### src/rtl/fpu_pkg.sv
// fpu_pkg: definitions shared by the FPU converters.
//   - binary32 field geometry (std/man/exp/bias defaults)
//   - rounding-mode encodings shared with the float-to-integer converter
//   - FSM state enum of the integer-to-float converter
//   - round_inc(): round-up decision from mode, sign, lsb and G/R/S bits
package fpu_pkg;

   localparam int FPU_STD  = 31;   // MSB index of the float result
   localparam int FPU_MAN  = 22;   // MSB index of the stored mantissa
   localparam int FPU_EXP  = 7;    // MSB index of the exponent field
   localparam int FPU_BIAS = 127;  // exponent bias

   // Exponent of a magnitude whose leading one sits at bit 31.
   localparam logic [FPU_EXP:0] I2F_EXP_TOP = 8'(FPU_BIAS + 31);

   localparam logic [2:0] RM_RNE = 3'b000;
   localparam logic [2:0] RM_RTZ = 3'b001;
   localparam logic [2:0] RM_RDN = 3'b010;
   localparam logic [2:0] RM_RUP = 3'b011;
   localparam logic [2:0] RM_RMM = 3'b100;

   typedef enum logic [2:0] {
      ST_IDLE = 3'd0,
      ST_ABS  = 3'd1,
      ST_NORM = 3'd2,
      ST_RND  = 3'd3,
      ST_OUT  = 3'd4
   } i2f_state_e;

   // Increment decision; unused encodings 101-111 behave as RNE.
   function automatic logic round_inc(input logic [2:0] rm, input logic sign,
                                      input logic lsb, input logic g,
                                      input logic r, input logic s);
      logic inc;
      case (rm)
         RM_RTZ:  inc = 1'b0;
         RM_RDN:  inc = (g | r | s) & sign;
         RM_RUP:  inc = (g | r | s) & ~sign;
         RM_RMM:  inc = g;
         default: inc = g & (r | s | lsb);
      endcase
      return inc;
   endfunction

endpackage

### src/rtl/fpu_int_to_float_if.sv
// fpu_int_to_float_if: request/response handshake of the integer-to-float
// converter.
//   request : in_valid, in_ready, in_int, in_rm, in_opcode_signed
//   response: out_valid, out_ready, out_float, out_inexact_flag
//   master = issue stage / consumer, slave = converter
interface fpu_int_to_float_if #(parameter int STD = 31);
   logic           in_valid;
   logic           in_ready;
   logic [31:0]    in_int;
   logic [2:0]     in_rm;
   logic           in_opcode_signed;
   logic           out_valid;
   logic           out_ready;
   logic [STD:0]   out_float;
   logic           out_inexact_flag;

   modport master (
      output in_valid, in_int, in_rm, in_opcode_signed, out_ready,
      input  in_ready, out_valid, out_float, out_inexact_flag
   );

   modport slave (
      input  in_valid, in_int, in_rm, in_opcode_signed, out_ready,
      output in_ready, out_valid, out_float, out_inexact_flag
   );
endinterface

### src/rtl/fpu_lzc32.sv
// fpu_lzc32: combinational 32-bit leading-zero counter.
//   value    in  32  operand
//   count    out 5   number of zeros above the leading one (0 when value is 0)
//   all_zero out 1   value is zero
module fpu_lzc32 (
   input  logic [31:0] value,
   output logic [4:0]  count,
   output logic        all_zero
);

   // Scan upward so the highest set bit is the last to write count.
   always_comb begin
      count = 5'd0;
      for (int i = 0; i < 32; i++) begin
         if (value[i]) begin
            count = 5'(31 - i);
         end else begin
            count = count;
         end
      end
   end

   assign all_zero = (value == 32'd0);

endmodule

### src/rtl/fpu_int_to_float.sv
// fpu_int_to_float: multi-cycle FCVT.S.W / FCVT.S.WU converter.
//   clk  in  clock
//   rst  in  synchronous reset, active-high
//   bus  slave modport of fpu_int_to_float_if (request and response handshakes)
// Sequence: IDLE -> ABS -> NORM -> RND -> OUT -> IDLE, one request in flight.
// Build option FPU_I2F_ZERO_BYPASS_EN: a zero operand jumps from IDLE straight
// to OUT (result +0, not inexact); otherwise zero takes the full path.
module fpu_int_to_float
   import fpu_pkg::*;
(
   input  logic               clk,
   input  logic               rst,
   fpu_int_to_float_if.slave  bus
);

   i2f_state_e         state_r, state_nxt_s;
   logic [31:0]        int_r;
   logic [2:0]         rm_r;
   logic               signed_r;
   logic               sign_r;
   logic [31:0]        mag_r;
   logic [4:0]         lzc_r;
   logic               zero_r;
   logic [FPU_MAN:0]   mant_r;
   logic [FPU_EXP:0]   exp_r;
   logic               g_r, r_r, s_r;
   logic [FPU_STD:0]   out_float_r;
   logic               inexact_r;

   logic               accept_s;
   logic               sign_s;
   logic [31:0]        mag_s;
   logic [4:0]         lzc_s;
   logic               lzc_zero_s;
   logic [30:0]        norm_s;
   logic               inc_s;
   logic [FPU_MAN+1:0] mant_inc_s;
   logic [FPU_EXP:0]   exp_rnd_s;

   assign bus.in_ready         = (state_r == ST_IDLE) && !rst;
   assign bus.out_valid        = (state_r == ST_OUT);
   assign bus.out_float        = out_float_r;
   assign bus.out_inexact_flag = inexact_r;
   assign accept_s             = bus.in_valid && bus.in_ready;

   // Magnitude of the captured operand; 0x80000000 signed negates to itself.
   assign sign_s = signed_r & int_r[31];
   assign mag_s  = sign_s ? (32'd0 - int_r) : int_r;

   fpu_lzc32 u_lzc (
      .value    (mag_s),
      .count    (lzc_s),
      .all_zero (lzc_zero_s)
   );

   // Leading one moves to bit 31, which is implicit and dropped.
   assign norm_s = 31'(mag_r << lzc_r);

   // Mantissa carry-out clears the stored mantissa and bumps the exponent.
   assign inc_s      = round_inc(rm_r, sign_r, mant_r[0], g_r, r_r, s_r);
   assign mant_inc_s = {1'b0, mant_r} + {{(FPU_MAN + 1){1'b0}}, inc_s};
   assign exp_rnd_s  = exp_r + {{FPU_EXP{1'b0}}, mant_inc_s[FPU_MAN+1]};

   // State register.
   always_ff @(posedge clk) begin
      if (rst) begin
         state_r <= ST_IDLE;
      end else begin
         state_r <= state_nxt_s;
      end
   end

   // Next-state logic.
   always_comb begin
      state_nxt_s = state_r;
      case (state_r)
         ST_IDLE: begin
            if (accept_s) begin
`ifdef FPU_I2F_ZERO_BYPASS_EN
               if (bus.in_int == 32'd0) begin
                  state_nxt_s = ST_OUT;
               end else begin
                  state_nxt_s = ST_ABS;
               end
`else
               state_nxt_s = ST_ABS;
`endif
            end else begin
               state_nxt_s = ST_IDLE;
            end
         end
         ST_ABS:  state_nxt_s = ST_NORM;
         ST_NORM: state_nxt_s = ST_RND;
         ST_RND:  state_nxt_s = ST_OUT;
         ST_OUT: begin
            if (bus.out_ready) begin
               state_nxt_s = ST_IDLE;
            end else begin
               state_nxt_s = ST_OUT;
            end
         end
         default: state_nxt_s = ST_IDLE;
      endcase
   end

   // Datapath: capture, absolute value, normalise, round and pack.
   always_ff @(posedge clk) begin
      if (rst) begin
         int_r       <= 32'd0;
         rm_r        <= 3'd0;
         signed_r    <= 1'b0;
         sign_r      <= 1'b0;
         mag_r       <= 32'd0;
         lzc_r       <= 5'd0;
         zero_r      <= 1'b0;
         mant_r      <= '0;
         exp_r       <= '0;
         g_r         <= 1'b0;
         r_r         <= 1'b0;
         s_r         <= 1'b0;
         out_float_r <= '0;
         inexact_r   <= 1'b0;
      end else begin
         case (state_r)
            ST_IDLE: begin
               if (accept_s) begin
                  int_r       <= bus.in_int;
                  rm_r        <= bus.in_rm;
                  signed_r    <= bus.in_opcode_signed;
                  // Pre-clear the result so a bypassed zero presents +0 in OUT.
                  out_float_r <= '0;
                  inexact_r   <= 1'b0;
               end
            end
            ST_ABS: begin
               sign_r <= sign_s;
               mag_r  <= mag_s;
               lzc_r  <= lzc_s;
               zero_r <= lzc_zero_s;
            end
            ST_NORM: begin
               // Zero keeps exponent, mantissa and G/R/S at 0 so it packs to +0.
               if (zero_r) begin
                  mant_r <= '0;
                  exp_r  <= '0;
                  g_r    <= 1'b0;
                  r_r    <= 1'b0;
                  s_r    <= 1'b0;
               end else begin
                  mant_r <= norm_s[30:8];
                  exp_r  <= I2F_EXP_TOP - {3'd0, lzc_r};
                  g_r    <= norm_s[7];
                  r_r    <= norm_s[6];
                  s_r    <= |norm_s[5:0];
               end
            end
            ST_RND: begin
               out_float_r <= {sign_r, exp_rnd_s, mant_inc_s[FPU_MAN:0]};
               inexact_r   <= g_r | r_r | s_r;
            end
            default: begin
            end
         endcase
      end
   end

endmodule

### src/flat_wrapper.sv
// flat-port wrapper written by rule: the top's interface ports become plain ports
module fpu_int_to_float_flat import fpu_pkg::*;
  (clk, rst, bus_in_valid, bus_in_int, bus_in_rm, bus_in_opcode_signed, bus_out_ready, bus_in_ready, bus_out_valid, bus_out_float, bus_out_inexact_flag);
  fpu_int_to_float_if bus_i ();
  input  logic clk;
  input  logic rst;
  input wire logic [$bits(bus_i.in_valid)-1:0] bus_in_valid;
  input wire logic [$bits(bus_i.in_int)-1:0] bus_in_int;
  input wire logic [$bits(bus_i.in_rm)-1:0] bus_in_rm;
  input wire logic [$bits(bus_i.in_opcode_signed)-1:0] bus_in_opcode_signed;
  input wire logic [$bits(bus_i.out_ready)-1:0] bus_out_ready;
  output wire logic [$bits(bus_i.in_ready)-1:0] bus_in_ready;
  output wire logic [$bits(bus_i.out_valid)-1:0] bus_out_valid;
  output wire logic [$bits(bus_i.out_float)-1:0] bus_out_float;
  output wire logic [$bits(bus_i.out_inexact_flag)-1:0] bus_out_inexact_flag;
  assign bus_i.in_valid = bus_in_valid;
  assign bus_i.in_int = bus_in_int;
  assign bus_i.in_rm = bus_in_rm;
  assign bus_i.in_opcode_signed = bus_in_opcode_signed;
  assign bus_i.out_ready = bus_out_ready;
  assign bus_in_ready = bus_i.in_ready;
  assign bus_out_valid = bus_i.out_valid;
  assign bus_out_float = bus_i.out_float;
  assign bus_out_inexact_flag = bus_i.out_inexact_flag;
  fpu_int_to_float u_core (.clk(clk), .rst(rst), .bus(bus_i));
endmodule
### config.mk
export PLATFORM = sky130hd
export DESIGN_NAME = fpu_int_to_float_flat
export DESIGN_NICKNAME = d
export VERILOG_FILES = /design/src/rtl/fpu_pkg.sv /design/src/rtl/fpu_int_to_float_if.sv /design/src/rtl/fpu_lzc32.sv /design/src/rtl/fpu_int_to_float.sv /design/src/flat_wrapper.sv
export SDC_FILE = /design/constraint.sdc
export NUM_CORES = 1
export LEC_CHECK = 0
export ABC_AREA = 1
export BUFFER_PORTS_ARGS = -buffer_cell sky130_fd_sc_hd__buf_2
export CORE_MARGIN = 1
export CORE_UTILIZATION = 60
export CTS_CLUSTER_DIAMETER = 80
export CTS_CLUSTER_SIZE = 24
export DETAILED_ROUTE_END_ITERATION = 8
export PLACE_DENSITY = 0.8
export SKIP_LAST_GASP = 1
export SLEW_MARGIN = 10
export SYNTH_ARGS = -nofsm -noshare
export SYNTH_HDL_FRONTEND = slang
export SYNTH_SLANG_ARGS = --single-unit
export TNS_END_PERCENT = 20
### constraint.sdc
create_clock -name clk -period 7 [get_ports clk]
set_input_delay 1.4 -clock clk [delete_from_list [all_inputs] [get_ports clk]]
set_output_delay 1.4 -clock clk [all_outputs]
set_load 0.01 [all_outputs]
==> results_tabular.tex, run 1 <==
\begin{tabular}{lr}
\hline
Metric & Value \\
\hline
\multicolumn{2}{l}{\textbf{Status}} \\
Result of the run & complete, no violations \\
\multicolumn{2}{l}{\textbf{Yosys}} \\
Fraction of post-synthesis cell area in the top cell type by area & 34.7\% \\
Top cells by area, synth & dfxtp\_1, nand2\_1, o21ai\_0 \\
Post-synthesis instance area & 8300 µm² \\
Fraction of synthesis flops using an asynchronous set or reset pin & 0\% \\
Warning count from the yosys run & 0 \\
Cell variety after synth & 52 \\
Synthesized area divided by synthesized cell count & 6.62 µm² \\
Sequential area share after synthesis & 34.7\% \\
Cell taking the most area after synthesis & dfxtp\_1 \\
Top-count cell post-synth & nand2\_1 \\
Number of enable-type register cells in the synthesized netlist & 0 \\
Top cells by count, synth & nand2\_1, inv\_1, o21ai\_0, dfxtp\_1, a21oi\_1 \\
Number of register bits inferred by synthesis & 144 \\
Synthesized instance count & 1253 \\
Main flop type after synthesis & dfxtp\_1 \\
Syn nets & 1300 \\
\multicolumn{2}{l}{\textbf{Floorplan}} \\
Vertical die dimension & 120 µm \\
Area of the core region & 13300 µm² \\
Top-level I/O count & 75 \\
Number of rows created at floorplan & 42 \\
Die Area & 14300 µm² \\
Horiz. Die Dim & 120 µm \\
Effective utilization at floorplan & 62.2\% \\
\multicolumn{2}{l}{\textbf{Placement}} \\
Final weighted congestion of routability-driven global placement & 0.902 \\
Setup Slack @ Placement & 2.63 ns \\
Placed instance count & 1444 \\
Port buffer count & 74 \\
Total cell area at the placement stage & 8710 µm² \\
Detailed placement HPWL & 14400 µm \\
\multicolumn{2}{l}{\textbf{STA}} \\
Max-slew violation count & 0 \\
Final worst slack & 2.64 ns \\
Final worst path period need & 4.36 ns \\
Total negative slack & 0 ns \\
Tightest hold margin & 0.460 ns \\
Number of hold-slack violations in the final timing report & 0 \\
Final-report setup violation count & 0 \\
Final clock skew & 0.00893 ns \\
Worst Max-Slew Pin Slew & 1.02 ns \\
Unrepaired setup endpoints after global routing & false \\
Final worst path period share & 62.3\% \\
Remaining max-slew budget at the tightest pin & 32.3\% \\
Maximum operating frequency & 0.229 GHz \\
\multicolumn{2}{l}{\textbf{Routing}} \\
Mean routed wirelength per cell & 13.6 µm \\
Wire length reported by the detailed router & 20100 µm \\
Avg Vias per Cell & 5.47 \\
DRT antenna net count & 0 \\
Starting DRT DRC Count & 675 \\
First-pass DRT Iterations & 6 \\
Via total after detailed routing & 8071 \\
Post-route DRC violation count & 0 \\
\multicolumn{2}{l}{\textbf{Cells and area}} \\
Proportion of layout cells with a drive suffix above 1 & 14.2\% \\
Non-filler cells in the finished layout & 1475 \\
Final-stage net count & 1334 \\
Relative area change from synthesis to final layout & 12.1\% \\
Number of fill cells & 1165 \\
Final Cell Area & 9300 µm² \\
Share of the core filled with cells & 69.7\% \\
Antenna diode count & 0 \\
\multicolumn{2}{l}{\textbf{Global route}} \\
Global-route wire length before repair & 34100 µm \\
Initial antenna violation count & 0 \\
Pin count of the biggest net entering global routing & 98 \\
Tot GR Track Use & 29.3\% \\
Via count of the first global-routing pass & 7355 \\
Grt total ovfl & 0 \\
\multicolumn{2}{l}{\textbf{Setup path}} \\
Critical Path Fanout Max & 97 \\
Crit start category & primary input \\
Critical path type & primary input to output port \\
Kind of end point of the critical path & output port \\
Critical path arrival & 2.96 ns \\
Endpoint required time on the critical path & 5.60 ns \\
\multicolumn{2}{l}{\textbf{Run}} \\
Number of maximum-capacitance violations & 0 \\
\multicolumn{2}{l}{\textbf{CTS}} \\
Number of buffers created by CTS & 17 \\
Worst-path clk slew & 0.06 ns \\
TritonCTS Sinks & 144 \\
Buffer count from post-CTS setup fixing & 0 \\
Latest clock arrival within the worst-skew pair & 0.42 ns \\
Number of buffers between clock root and the deepest sink & 2 \\
Number of levels the H-tree was split into & 4 \\
Post-CTS Resized & 0 \\
TritonCTS clock tree & yes \\
Post-cts hold buffer count & 0 \\
CTS root buffer & clkbuf\_16 \\
\multicolumn{2}{l}{\textbf{Power and ir drop}} \\
Power per standard cell area & 238 nW/µm² \\
Leakage power & 3.98 nW \\
Total power of the final layout & 2.21 mW \\
Worst IR Drop VDD & 181 µV \\
\multicolumn{2}{l}{\textbf{Min path}} \\
Hold Crit Class & register to register \\
\hline
\end{tabular}
==> worst paths after layout <==
check        slack [ns]  cells past startpoint                      from                  endpoint
max                2.64                      4                       rst              bus_in_ready
min                0.46                      2  u_core.bus.out_float[26]  u_core.bus.out_float[26]
max reg2reg        2.65                     37            u_core.rm_r[0]  u_core.bus.out_float[30]
min reg2reg        0.46                      2  u_core.bus.out_float[26]  u_core.bus.out_float[26]
==> layout make-up <==
cell class	instances	area [µm²]	area share [%]
Clock buffer	22	464	4.99
Timing Repair Buffer	84	445	4.79
Sequential cell	144	2880	31.0
Tap cell	176	220	2.37
Multi-Input combinational cell	859	4480	48.2
Clock inverter	9	130	1.40
Inverter	181	679	7.30
==> registers in the layout (all words and copies together) (netlist names), 3 cells and up <==
register,cells
u_core.exp_r,8
u_core.state_r,3
u_core.bus.out_float,32
u_core.mag_r,31
u_core.rm_r,3
u_core.mant_r,23
u_core.int_r,32
u_core.lzc_r,5
==> cells in the final DEF (no fill, tap or decap), types with 7 or more instances in the layout <==
master,netlist,routed
inv_2,25,25
nand3_1,58,58
buf_2,4,74
nor3_1,11,9
o21bai_1,8,8
or2_2,10,10
dfxtp_1,144,144
a31oi_1,12,12
o211ai_1,9,9
ha_1,7,7
nand2_1,274,273
nor2_2,11,11
nor2_1,62,62
buf_4,1,10
xor2_1,22,22
inv_1,154,154
o21ai_0,151,151
mux2i_1,18,18
a21oi_1,143,143
clkbuf_16,0,17
==> cells by family (layout without fill, tap and decap cells) <==
kind of cell | after synthesis | count (layout) | share of synthesized area, %
xor+xnor | 24 | 24 | 2.62
compound gates | 351 | 351 | 22.8
buf+inv | 250 | 296 | 11.4
simple gates | 459 | 459 | 25.2
flops | 144 | 144 | 34.7
mux | 18 | 18 | 2.17
fa+ha+maj | 7 | 7 | 1.06
==> where the power goes <==
part,internal [mW],switching (mW)
Combinational,0.128,0.266
Clock,0.578,0.347
Sequential,0.862,0.0331
Total,1.57,0.645
==> critical path: stages <==
cell and delay, ns:
buf_2 0.09, buf_4 0.38, nor3_1 0.81, buf_2 0.26
==> metal layers <==
metal	routed length, µm	share of wire, %	track usage (%)	up-vias
li1	-	-	-	4150
met3	1130	5.6	5.51	29
met1	9580	48	39.6	3652
met4	289	1.4	8.91	0
met5	0	0	0	-
met2	9050	45	47.4	240
Note: power is estimated with default switching activity, not from simulation.
==> inputs of run 2 (changes only) <==
--- a/config.mk
+++ b/config.mk
@@ -5,7 +5,7 @@
 export SDC_FILE = /design/constraint.sdc
 export NUM_CORES = 1
 export LEC_CHECK = 0
-export ABC_AREA = 1
+export ABC_AREA = 0
 export BUFFER_PORTS_ARGS = -buffer_cell sky130_fd_sc_hd__buf_2
 export CORE_MARGIN = 1
 export CORE_UTILIZATION = 60
==> constraint.sdc (replaced) <==
create_clock -name clk -period 4.12 [get_ports clk]
set_input_delay 0.824 -clock clk [delete_from_list [all_inputs] [get_ports clk]]
set_output_delay 0.824 -clock clk [all_outputs]
set_load 0.01 [all_outputs]
==> results_tabular.tex, run 2 <==
\begin{tabular}{lr}
\hline
Metric & Value \\
\hline
\multicolumn{2}{l}{\textbf{Status}} \\
Result of the run & finished with violations \\
Violated checks & DRC \\
\multicolumn{2}{l}{\textbf{STA}} \\
Final worst path period share & 82.5\% \\
Final clock skew & 0.0118 ns \\
Maximum operating frequency & 0.294 GHz \\
Unrepaired setup endpoints after global routing & false \\
Max-slew violation count & 0 \\
Worst Max-Slew Pin Slew & 1.12 ns \\
Number of hold-slack violations in the final timing report & 0 \\
Final worst path period need & 3.40 ns \\
Remaining max-slew budget at the tightest pin & 25.2\% \\
Total negative slack & 0 ns \\
Final-report setup violation count & 0 \\
\multicolumn{2}{l}{\textbf{Yosys}} \\
Number of enable-type register cells in the synthesized netlist & 0 \\
Top cells by count, synth & nand2\_1, dfxtp\_1, a21oi\_1, nor2\_1, clkbuf\_1 \\
Top-count cell post-synth & nand2\_1 \\
Warning count from the yosys run & 0 \\
Cell taking the most area after synthesis & dfxtp\_1 \\
Synthesized area divided by synthesized cell count & 7.71 µm² \\
Post-synthesis instance area & 9080 µm² \\
Top cells by area, synth & dfxtp\_1, nand2\_1, a21oi\_1 \\
Main flop type after synthesis & dfxtp\_1 \\
Syn nets & 1225 \\
Synthesized instance count & 1178 \\
Fraction of post-synthesis cell area in the top cell type by area & 31.7\% \\
Sequential area share after synthesis & 31.7\% \\
Number of register bits inferred by synthesis & 144 \\
Fraction of synthesis flops using an asynchronous set or reset pin & 0\% \\
Cell variety after synth & 79 \\
\multicolumn{2}{l}{\textbf{Cells and area}} \\
Area taken by multi-input logic gates & 5680 µm² \\
Share of the core filled with cells & 68.2\% \\
Relative area change from synthesis to final layout & 10.0\% \\
Proportion of layout cells with a drive suffix above 1 & 14.8\% \\
Commonest non-fill, non-tap cells in the layout & nand2\_1, dfxtp\_1, a21oi\_1 \\
Number of fill cells & 1228 \\
Final-stage net count & 1224 \\
Most frequent standard cell in the layout excluding fill and tap cells & nand2\_1 \\
Final Cell Area & 9990 µm² \\
Antenna diode count & 0 \\
Area taken by flip-flops and latches & 2880 µm² \\
\multicolumn{2}{l}{\textbf{Floorplan}} \\
Effective utilization at floorplan & 62.0\% \\
Horiz. Die Dim & 125 µm \\
Die Area & 15600 µm² \\
Top-level I/O count & 75 \\
Area of the core region & 14600 µm² \\
Vertical die dimension & 125 µm \\
Number of rows created at floorplan & 44 \\
\multicolumn{2}{l}{\textbf{Routing}} \\
Via total after detailed routing & 8611 \\
Avg Vias per Cell & 6.27 \\
Wire length reported by the detailed router & 23800 µm \\
Post-route DRC violation count & 4 \\
DRT antenna net count & 0 \\
First-pass DRT Iterations & 7 \\
Mean routed wirelength per cell & 17.4 µm \\
Starting DRT DRC Count & 721 \\
\multicolumn{2}{l}{\textbf{Run}} \\
Number of maximum-capacitance violations & 0 \\
\multicolumn{2}{l}{\textbf{Setup path}} \\
Endpoint required time on the critical path & 4.45 ns \\
Crit start category & register \\
Kind of end point of the critical path & register \\
Critical Path Fanout Max & 10 \\
Critical path arrival & 3.72 ns \\
Critical path type & register to register \\
\multicolumn{2}{l}{\textbf{CTS}} \\
Number of buffers between clock root and the deepest sink & 2 \\
CTS root buffer & clkbuf\_16 \\
Latest clock arrival within the worst-skew pair & 0.42 ns \\
TritonCTS clock tree & yes \\
Post-cts hold buffer count & 0 \\
Buffer count from post-CTS setup fixing & 0 \\
Worst-path clk slew & 0.06 ns \\
Number of levels the H-tree was split into & 4 \\
Number of buffers created by CTS & 17 \\
TritonCTS Sinks & 144 \\
Post-CTS Resized & 0 \\
\multicolumn{2}{l}{\textbf{Placement}} \\
Port buffer count & 74 \\
Final weighted congestion of routability-driven global placement & 0.952 \\
Detailed placement HPWL & 17400 µm \\
Total cell area at the placement stage & 9340 µm² \\
\multicolumn{2}{l}{\textbf{Global route}} \\
Pin count of the biggest net entering global routing & 74 \\
Grt total ovfl & 0 \\
Global-route wire length before repair & 39500 µm \\
Initial antenna violation count & 0 \\
Via count of the first global-routing pass & 7762 \\
Tot GR Track Use & 31.2\% \\
\multicolumn{2}{l}{\textbf{Min path}} \\
Hold Crit Class & register to register \\
\multicolumn{2}{l}{\textbf{Power and ir drop}} \\
Power per standard cell area & 410 nW/µm² \\
Leakage power & 3.59 nW \\
Worst IR Drop VDD & 293 µV \\
\hline
\end{tabular}
run 2: final timing paths:
kind	startpoint	endpoint	slack (ns)	cells past startpoint
setup / recovery	u_core.int_r[0]	u_core.lzc_r[4]	0.72	9
hold / removal	u_core.bus.out_float[20]	u_core.bus.out_float[20]	0.46	2
setup reg to reg	u_core.int_r[0]	u_core.lzc_r[4]	0.72	9
hold reg to reg	u_core.bus.out_float[20]	u_core.bus.out_float[20]	0.46	2
run 2: report_power, final:
part	switching [mW]	leakage (nW)	internal [mW]	total [mW]
Sequential	0.119	1.17	1.46	1.58
Combinational	0.516	2.11	0.346	0.862
Clock	0.599	0.307	1.05	1.65
Total	1.23	3.59	2.86	4.09
run 2: kinds of logic (layout without fill, tap and decap cells):
kind of cell               after synthesis  in the layout  share of synthesized area (%)
xor gates and xnor gates                61             61                           5.88
buffers and inverters                  126            137                           5.83
DFF                                    144            144                           31.7
adders and majority gates                7              7                          0.965
muxes                                   56             56                           9.16
AOI/OAI and AO/OA                      281            281                           20.0
and+or+nand+nor                        503            503                           26.5
run 2: final cells by class:
type	instances	share of cell area, %
clock buffers	20	4.57
clock inverters	11	1.77
inverters	15	0.564
multi-input cells	908	56.9
flip-flops and latches	144	28.9
well taps	184	2.30
repair buffers	91	5.08
run 2: through the flow:
stage / worst slack (ns) / hold WS (ns) / total power, mW / instances
global route: 0.492 / 0.478 / 4.28 / 1373
finish: 0.722 / 0.459 / 4.09 / 1373
floorplan: 1.20 / 0.449 / 2.24 / 1178
detailed placement: 0.880 / 0.451 / 2.45 / 1341
global placement: 0.956 / 0.448 / 2.44 / 1341
CTS: 0.824 / 0.462 / 4.09 / 1372
run 2: layer usage:
| layer | vias to the layer above | track usage, % | routed length (µm) |
|---|---|---|---|
| met3 | 31 | 6.03 | 1390 |
| li1 | 4241 | - | - |
| met5 | - | 0 | 0 |
| met1 | 4062 | 42.0 | 10700 |
| met2 | 277 | 50.3 | 11200 |
| met4 | 0 | 10.6 | 584 |
run 2: worst max-delay path, stage by stage (launching register included):
cell     delay, ns
dfxtp_1       0.39
inv_1         0.13
ha_1          0.33
nor2b_1       0.45
nand4_1       0.36
nor3_1        0.60
mux2i_1       0.32
o22ai_1       0.16
or2_2         0.34
o31ai_1       0.22
